**src/rtl/flappy_pkg.sv**
```systemverilog
// Shared types and screen geometry for the flappy-bird datapath.
package flappy_pkg;

    typedef enum logic [1:0] {
        READY  = 2'd0,
        FLYING = 2'd1,
        DYING  = 2'd2,
        DEAD   = 2'd3
    } bird_state_t;

    localparam int unsigned SCREEN_H  = 480;
    localparam int unsigned BIRD_SZ   = 15;
    localparam int unsigned Y_MAX_DEF = SCREEN_H - BIRD_SZ;

endpackage

```
**src/rtl/flap_latch.sv**
```systemverilog
// Flap button rising-edge detector with a pending bit held until the next frame tick.
module flap_latch (
    input  logic clk,
    input  logic rst,
    input  logic flap,
    input  logic consume,
    input  logic clear,
    output logic pend
);

    logic r_flap_q;
    logic r_pend;
    logic w_edge;

    assign w_edge = flap & ~r_flap_q;
    // An edge arriving in the consuming cycle is seen by that same tick.
    assign pend   = r_pend | w_edge;

    always_ff @(posedge clk) begin
        if (rst) begin
            r_flap_q <= 1'b0;
            r_pend   <= 1'b0;
        end else begin
            r_flap_q <= flap;
            if (clear || consume) begin
                r_pend <= 1'b0;
            end else if (w_edge) begin
                r_pend <= 1'b1;
            end
        end
    end

endmodule

```
**src/rtl/bird_motion.sv**
```systemverilog
// Bird physics: position, signed velocity, gravity, flap impulse, clamps and life-cycle FSM.
module bird_motion
    import flappy_pkg::*;
#(
    parameter int unsigned Y_W     = 16,
    parameter int unsigned V_W     = 8,
    parameter int unsigned Y_START = 240,
    parameter int unsigned Y_MIN   = 0,
    parameter int unsigned Y_MAX   = Y_MAX_DEF,
    parameter int unsigned GRAV    = 1,
    parameter int unsigned JUMP_V  = 7,
    parameter int unsigned V_MAX   = 8
) (
    input  logic                  clk,
    input  logic                  rst,
    input  logic                  tick,
    input  logic                  flap,
    input  logic                  hit,
    input  logic                  restart,
    output logic [Y_W-1:0]        bird_y,
    output logic signed [V_W-1:0] bird_v,
    output logic [1:0]            state,
    output logic                  alive,
    output logic                  game_over
);

    localparam logic signed [V_W:0]   L_GRAV   = (V_W+1)'(GRAV);
    localparam logic signed [V_W:0]   L_VMAX_X = (V_W+1)'(V_MAX);
    localparam logic signed [V_W:0]   L_VMIN_X = {2'b11, {(V_W-1){1'b0}}};
    localparam logic signed [V_W-1:0] L_VMAX   = V_W'(V_MAX);
    localparam logic signed [V_W-1:0] L_VMIN   = {1'b1, {(V_W-1){1'b0}}};
    localparam logic signed [V_W-1:0] L_VJUMP  = V_W'(0 - JUMP_V);
    localparam logic signed [Y_W+1:0] L_YMIN_X = (Y_W+2)'(Y_MIN);
    localparam logic signed [Y_W+1:0] L_YMAX_X = (Y_W+2)'(Y_MAX);
    localparam logic [Y_W-1:0]        L_YSTART = Y_W'(Y_START);
    localparam logic [Y_W-1:0]        L_YMIN   = Y_W'(Y_MIN);
    localparam logic [Y_W-1:0]        L_YMAX   = Y_W'(Y_MAX);

    logic [Y_W-1:0]        r_y,  w_y_d;
    logic signed [V_W-1:0] r_v,  w_v_d;
    bird_state_t           r_st, w_st_d;

    logic                  w_pend;
    logic                  w_consume;
    logic signed [V_W:0]   w_v_sum;
    logic signed [V_W-1:0] w_v_grav;
    logic signed [V_W-1:0] w_v_step;
    logic signed [Y_W+1:0] w_y_sum;
    logic                  w_ceil;
    logic                  w_floor;

    flap_latch u_flap_latch (
        .clk     (clk),
        .rst     (rst),
        .flap    (flap),
        .consume (w_consume),
        .clear   (restart),
        .pend    (w_pend)
    );

    // Gravity step, saturated to the terminal velocity and the signed range.
    assign w_v_sum = $signed({r_v[V_W-1], r_v}) + L_GRAV;
    always_comb begin
        w_v_grav = w_v_sum[V_W-1:0];
        if (w_v_sum > L_VMAX_X) begin
            w_v_grav = L_VMAX;
        end else if (w_v_sum < L_VMIN_X) begin
            w_v_grav = L_VMIN;
        end
    end

    // Position uses the old velocity, widened so ceiling underflow stays negative.
    assign w_y_sum = $signed({2'b00, r_y}) + $signed({{(Y_W+2-V_W){r_v[V_W-1]}}, r_v});
    assign w_ceil  = w_y_sum < L_YMIN_X;
    assign w_floor = w_y_sum >= L_YMAX_X;

    always_comb begin
        w_st_d    = r_st;
        w_y_d     = r_y;
        w_v_d     = r_v;
        w_consume = 1'b0;
        // A hit in the same tick as a flap wins: the impulse is dropped.
        w_v_step  = (r_st == FLYING && w_pend && !hit) ? L_VJUMP : w_v_grav;
        if (tick) begin
            case (r_st)
                READY: begin
                    w_consume = 1'b1;
                    if (w_pend) begin
                        w_v_d  = L_VJUMP;
                        w_st_d = FLYING;
                    end
                end
                FLYING, DYING: begin
                    w_consume = 1'b1;
                    if (w_floor) begin
                        w_y_d  = L_YMAX;
                        w_v_d  = '0;
                        w_st_d = DEAD;
                    end else begin
                        if (w_ceil) begin
                            w_y_d = L_YMIN;
                            w_v_d = w_v_step[V_W-1] ? '0 : w_v_step;
                        end else begin
                            w_y_d = w_y_sum[Y_W-1:0];
                            w_v_d = w_v_step;
                        end
                        if (r_st == FLYING && hit) begin
                            w_st_d = DYING;
                        end
                    end
                end
                default: ;
            endcase
        end
    end

    always_ff @(posedge clk) begin
        if (rst || restart) begin
            r_y  <= L_YSTART;
            r_v  <= '0;
            r_st <= READY;
        end else begin
            r_y  <= w_y_d;
            r_v  <= w_v_d;
            r_st <= w_st_d;
        end
    end

    assign bird_y    = r_y;
    assign bird_v    = r_v;
    assign state     = r_st;
    assign alive     = (r_st == READY) || (r_st == FLYING);
    assign game_over = (r_st == DEAD);

endmodule

```
**config.mk**
```make
export PLATFORM = sky130hd
export DESIGN_NAME = bird_motion
export DESIGN_NICKNAME = d
export VERILOG_FILES = /design/src/rtl/flappy_pkg.sv /design/src/rtl/flap_latch.sv /design/src/rtl/bird_motion.sv
export SDC_FILE = /design/constraint.sdc
export NUM_CORES = 1
export LEC_CHECK = 0
export BUFFER_PORTS_ARGS = -buffer_cell sky130_fd_sc_hd__buf_2
export CORE_UTILIZATION = 35
export CTS_CLUSTER_DIAMETER = 120
export DETAILED_ROUTE_END_ITERATION = 8
export SLEW_MARGIN = 20
export SYNTH_ARGS = -nofsm -noshare
export SYNTH_HDL_FRONTEND = slang
export SYNTH_SLANG_ARGS = --single-unit
export TNS_END_PERCENT = 50
```
**constraint.sdc**
```tcl
create_clock -name clk -period 4.7 [get_ports clk]
set_input_delay 0.705 -clock clk [delete_from_list [all_inputs] [get_ports clk]]
set_output_delay 0.705 -clock clk [all_outputs]
set_load 0.02 [all_outputs]
```
* After elaboration in Yosys (flattened, before gate mapping)
Cells that the tools add are included.
** Word-level totals
- Register bits :: 28
- Word-level logic and storage cells :: 50
** Cells by class
- Add/subtract/negate cells :: 2
- Magnitude comparators :: 4
- Eq/ne operators :: 5
- Muxes and demuxes :: 16
- Bitwise logic cells :: 3
- Reduce and logical (&&, ||, !) cells :: 15
** Operators with widths (number)
- $mux W8 :: 6
- $mux W16 :: 2
- $add A17 B8 Y18 :: 1
- $ge A18 B10 Y1 const B :: 1
- $lt A18 B1 Y1 const B :: 1
- $pmux W8 S2 :: 1
- $add A8 B2 Y9 const B :: 1
- $gt A9 B5 Y1 const B :: 1
- $lt A9 B8 Y1 const B :: 1
- $mux W7 :: 1
- $mux W2 :: 3
- $eq A2 B2 Y1 const B :: 2
- $pmux W2 S2 :: 1
- $reduce_and A4 Y1 :: 1
- $reduce_or A2 Y1 :: 2
- $logic_and A1 B1 Y1 :: 3
- $logic_or A1 B1 Y1 :: 3
- $ne A3 B3 Y1 const B :: 1
- $reduce_and A3 Y1 :: 1
- $reduce_or A3 Y1 :: 1
- $eq A2 B1 Y1 const B :: 1
- $logic_not A2 Y1 :: 1
- $mux W1 :: 2
- $ne A2 B2 Y1 const B :: 1
- 6 further kinds :: 6

* Depth between registers and ports, before layout
- Word-level depth :: 10
- Depth in mapped cells :: 11

* Cells and area by module
Synthesis repeated with hierarchy kept, for this count alone.
** Second synthesis, totals
- Cells, all modules :: 297
- Area total of the unflattened synthesis :: 2466.1 um^2
** By module, submodules not included
- bird_motion :: instances 1, cells each 290, area an instance 2387.3 um^2, sequential area each 520.5 um^2
- flap_latch :: instances 1, cells each 7, area an instance 78.8 um^2, sequential area each 40.0 um^2

* Worst setup path after synthesis
Ideal clock, no wire load.
- Kind :: register to register
- Start :: reg r_v[0] (netlist: bird_v[0])
- End :: reg r_v[2] (netlist: bird_v[2])
- Setup time :: 0.069 ns
- Arrival :: 3.421 ns
- Required time :: 4.631 ns
- Path slack :: 1.210 ns
- Cell stages (with the launch flop) :: 12
- Buffers on the path :: 0
- Period minus slack after synthesis :: 3.490 ns
- Cell sequence :: dfxtp_1 > ha_1 > fa_1 > a211o_1 > a41o_1 > a2111o_1 > a21o_1 > a211oi_2 > o2111ai_2 > a211o_1 > or3b_1 > o21ai_1
** Between the ends
- Cells in the longest elaborated chain, start to end :: 9
- Elaborated cells on any way between the ends :: 13
- Those cells by class :: 2 x add/sub; 4 x order compare; 7 x mux
** RTL lines
- start: declaration :: line bird_motion.sv:40 : logic signed [V_W-1:0] r_v, w_v_d;
- start signal: assignment :: line bird_motion.sv:124 : r_v <= w_v_d;
- $add A8 B2 Y9 :: line bird_motion.sv:62 : assign w_v_sum = $signed({r_v[V_W-1], r_v}) + L_GRAV;
- $lt A9 B8 Y1 :: line bird_motion.sv:67 : end else if (w_v_sum < L_VMIN_X) begin
- $mux W8 :: line bird_motion.sv:67
- $mux W8 :: line bird_motion.sv:65 : if (w_v_sum > L_VMAX_X) begin
- $mux W8 :: line bird_motion.sv:83 : w_v_step = (r_st == FLYING && w_pend && !hit) ? L_VJUMP : w_v_grav;
- $mux W7 :: line bird_motion.sv:102 : w_v_d = w_v_step[V_W-1] ? '0 : w_v_step;
- $mux W8 :: line bird_motion.sv:100 : if (w_ceil) begin
- $mux W8 * :: line bird_motion.sv:95 : if (w_floor) begin
- $pmux W8 S2 * :: line bird_motion.sv:85 : case (r_st)
Mark *: on every way between the ends. The rest lies on a longest branch, timed or not.
A chain may end at the register's enable or synchronous reset.

* Final worst setup path
Ends and elaborated chain as after synthesis.

==> impl_metrics.yaml <==
critical_path:
  cp_slowest_cell: "fa_1"
  path_class: "reg2reg"
  critPathMaxFanout: 8
  cp.required_ps: 4920
  cp-start-kind: "register"
  cpPeakStageDelay_ps: 410
  end_kind: "register"
  cp_cell_sequence: "ha_1 -> fa_1 -> a211o_1 -> a41o_1 -> a2111o_1 -> a21o_1 -> a211oi_2 -> o2111ai_2 -> a211o_1 -> or3b_1 -> o21ai_1"
  worstPathArrival_ps: 3930
  crit_top_cell: "a211o_1"
die:
  die_w_um: 86.2
  dieArea_um2: 7420
  die-height_um: 86.2
  num_rows: 30
  pin_count: 34
  start_util_pct: 36.3
  design.core.area_um2: 6830
logic_synthesis:
  async_flop_share_pct: 0
  synth_flop_cell: "dfxtp_1"
  avgSynthCellArea_um2: 7.49
  synth-seq-cells: 28
  syn_inst: 331
  synth_nets: 361
  synth_enable_flop_cells: 0
  synth_warnings: 0
  ys_seq_area_share_pct: 22.6
  post_synth_num_cell_types: 58
  syn_area_um2: 2480
drt:
  top_layer: "met4"
  routed_via_density: 5.68
  route.detailed.wl_per_inst_um: 15.7
  route.met3.wl_um: 383
  drc: 0
  num_vias: 2585
  ant_nets: 0
  routedLengthMet1_um: 3500
  drt-pass1-iter-count: 4
  wirelength_um: 7130
  wl_met2_um: 3180
  drt-initial-drc-count: 170
clock_tree:
  insertion_delay_ps: 280
  clockRootBuffer: "clkbuf_8"
  cts_made_buffers: 3
  cts_hold_buf: 0
  postCtsSetupRepairBufs: 0
  post_cts_resized: 0
  clockBufferDepth: 2
  clkSlewWorstSetupHoldPaths_ps: 100
  clock-sinks: 28
  cts_tree: "built"
  htreeDepth: 1
timing:
  fin_crit_sh_pct: 78.8
  worst_slew_pin_slew_ps: 935
  finalSetupViolations: 0
  min_period_ps: 3700
  fmax_mhz: 270
  hold_viol_final: 0
  fin_skew_ps: 3.20
  maxSlewHeadroom_pct: 37.4
  tns_ps: 0
  rsz0062_at_grt: "no"
  slew_viol_final: 0
global_routing:
  grt_pass1_wl_um: 11800
  grt_max_degree: 16
  grt_overflow: 0
  grt_util_all_layers_pct: 19.8
  antenna_found_initial: 0
  grt_pass1_vias: 2412
min_path:
  hp-class: "reg2reg"
layout:
  n_antenna_cell: 0
  utilization_pct: 40.6
  area_growth_pct: 12.0
  drive_above_1_share_pct: 13.6
  fillers: 766
  nets: 390
power_and_ir_drop:
  cellPowerDensity_nw_per_um2: 187
  total_power_uw: 518
  p_leak_nw: 1.18
  ir_worst_vdd_uv: 99.1
run_status:
  outcome: "finished clean"
placement:
  post-dp-hpwl_um: 5510
  port-buffer-count: 33
  place_congestion: 0.907
job:
  cap_violations: 0
worst max-delay path: cells and delay by family (launching register included):
kind	cells	cell delay [ps]
compound gates	8	2190
fa+ha+maj	2	670
flops	1	400
simple gates	1	370
synthesized netlist by cell type, types with 2 or more instances:
cell type / instances / area, um2
a21o_2: 3 / 26.3
dfxtp_1: 28 / 561
a311oi_1: 2 / 17.5
nand4_1: 2 / 12.5
nor4_1: 2 / 12.5
a22oi_1: 2 / 15.0
nor3b_1: 5 / 37.5
or2_2: 3 / 18.8
clkbuf_1: 5 / 18.8
and2_1: 2 / 12.5
o2bb2ai_1: 2 / 17.5
a2111oi_0: 3 / 26.3
a211o_1: 2 / 17.5
o21a_1: 3 / 22.5
o211ai_1: 5 / 37.5
nor3_1: 11 / 55.1
a221oi_1: 3 / 26.3
a31o_2: 2 / 17.5
nand2b_1: 3 / 18.8
ha_1: 23 / 288
nor2b_1: 5 / 31.3
a2111o_1: 2 / 22.5
o21ai_0: 23 / 115
a21oi_1: 39 / 195
nand3_1: 13 / 65.1
a21o_1: 2 / 15.0
and4_1: 3 / 26.3
nor2_1: 35 / 131
xor2_1: 2 / 17.5
and3_1: 12 / 75.1
inv_1: 16 / 60.1
buf_2: 2 / 10.0
nand2_1: 23 / 86.3
a31oi_1: 5 / 31.3
xnor2_1: 7 / 61.3
o21ai_1: 2 / 10.0
a211oi_1: 5 / 37.5
mux2i_1: 3 / 30.0
o221ai_1: 2 / 17.5
registers in the layout (all words and copies together) (netlist names):
register	cells
bird_y	16
bird_v	8
state	2
u_flap_latch.r_flap_q	1
u_flap_latch.r_pend	1
area by class of cell:
cell class	instances	area, um2	area share, %
clock buffers	4	55.1	1.98
flip-flops and latches	28	561	20.2
repair buffers	35	180	6.49
inverters	16	60.1	2.16
well taps	96	120	4.33
multi-input cells	276	1800	64.8
per-stage QoR:
stage | std cells | hold slack, ps | area, um2 | worst slack [ps]
4_1_cts | 455 | 504 | 2780 | 996
3_5_place_dp | 451 | 489 | 2720 | 1030
3_3_place_gp | 451 | 483 | 2720 | 1110
5_1_grt | 455 | 524 | 2780 | 743
2_1_floorplan | 331 | 533 | 2480 | 1210
6_report | 455 | 505 | 2780 | 995
layout by cell type, fill, tap and decap left out, types with 7 or more instances in the layout:
cell,Yosys,layout
a21oi_1,39,39
nor2_1,35,35
buf_2,2,33
dfxtp_1,28,28
nand2_1,23,23
o21ai_0,23,23
ha_1,23,23
inv_1,16,16
nand3_1,13,13
and3_1,12,12
nor3_1,11,11
xnor2_1,7,7
path summary, 6_finish.rpt:
| path | startpoint | end | slack, ps | depth (start not counted) |
|---|---|---|---|---|
| worst max-delay path | bird_v[0]$_SDFFE_PP0P_ | bird_v[2]$_SDFFE_PP0P_ | 1000 | 11 |
| worst min-delay path | bird_y[15]$_SDFFE_PP0P_ | bird_y[15]$_SDFFE_PP0P_ | 510 | 2 |
| worst max register to register | bird_v[0]$_SDFFE_PP0P_ | bird_v[2]$_SDFFE_PP0P_ | 1000 | 11 |
| worst min register to register | bird_y[15]$_SDFFE_PP0P_ | bird_y[15]$_SDFFE_PP0P_ | 510 | 2 |
per-layer routing:
| layer | vias up | global-route usage (%) |
|---|---|---|
| li1 | 1294 | - |
| met1 | 1211 | 27.4 |
| met2 | 72 | 31.7 |
| met3 | 8 | 3.18 |
| met4 | 0 | 5.61 |
| met5 | - | 0 |
cell families after synthesis:
logic type | count (synthesis) | share of synthesized area (%)
XOR/XNOR | 9 | 3.18
AO/OA/AOI/OAI | 115 | 30.3
AND/OR/NAND/NOR | 125 | 25.5
adder cells (fa/ha/maj) | 24 | 12.4
flip-flops | 28 | 22.6
multiplexers | 3 | 1.21
buffers and inverters | 27 | 4.80
report_power, final:
part / total [mW] / internal [mW] / leakage [nW] / switching, mW
Combinational: 0.117 / 0.0414 / 0.922 / 0.0753
Sequential: 0.248 / 0.241 / 0.227 / 0.00746
Clock: 0.153 / 0.0752 / 0.0288 / 0.0781
Note: power is estimated with default switching activity, not from simulation.
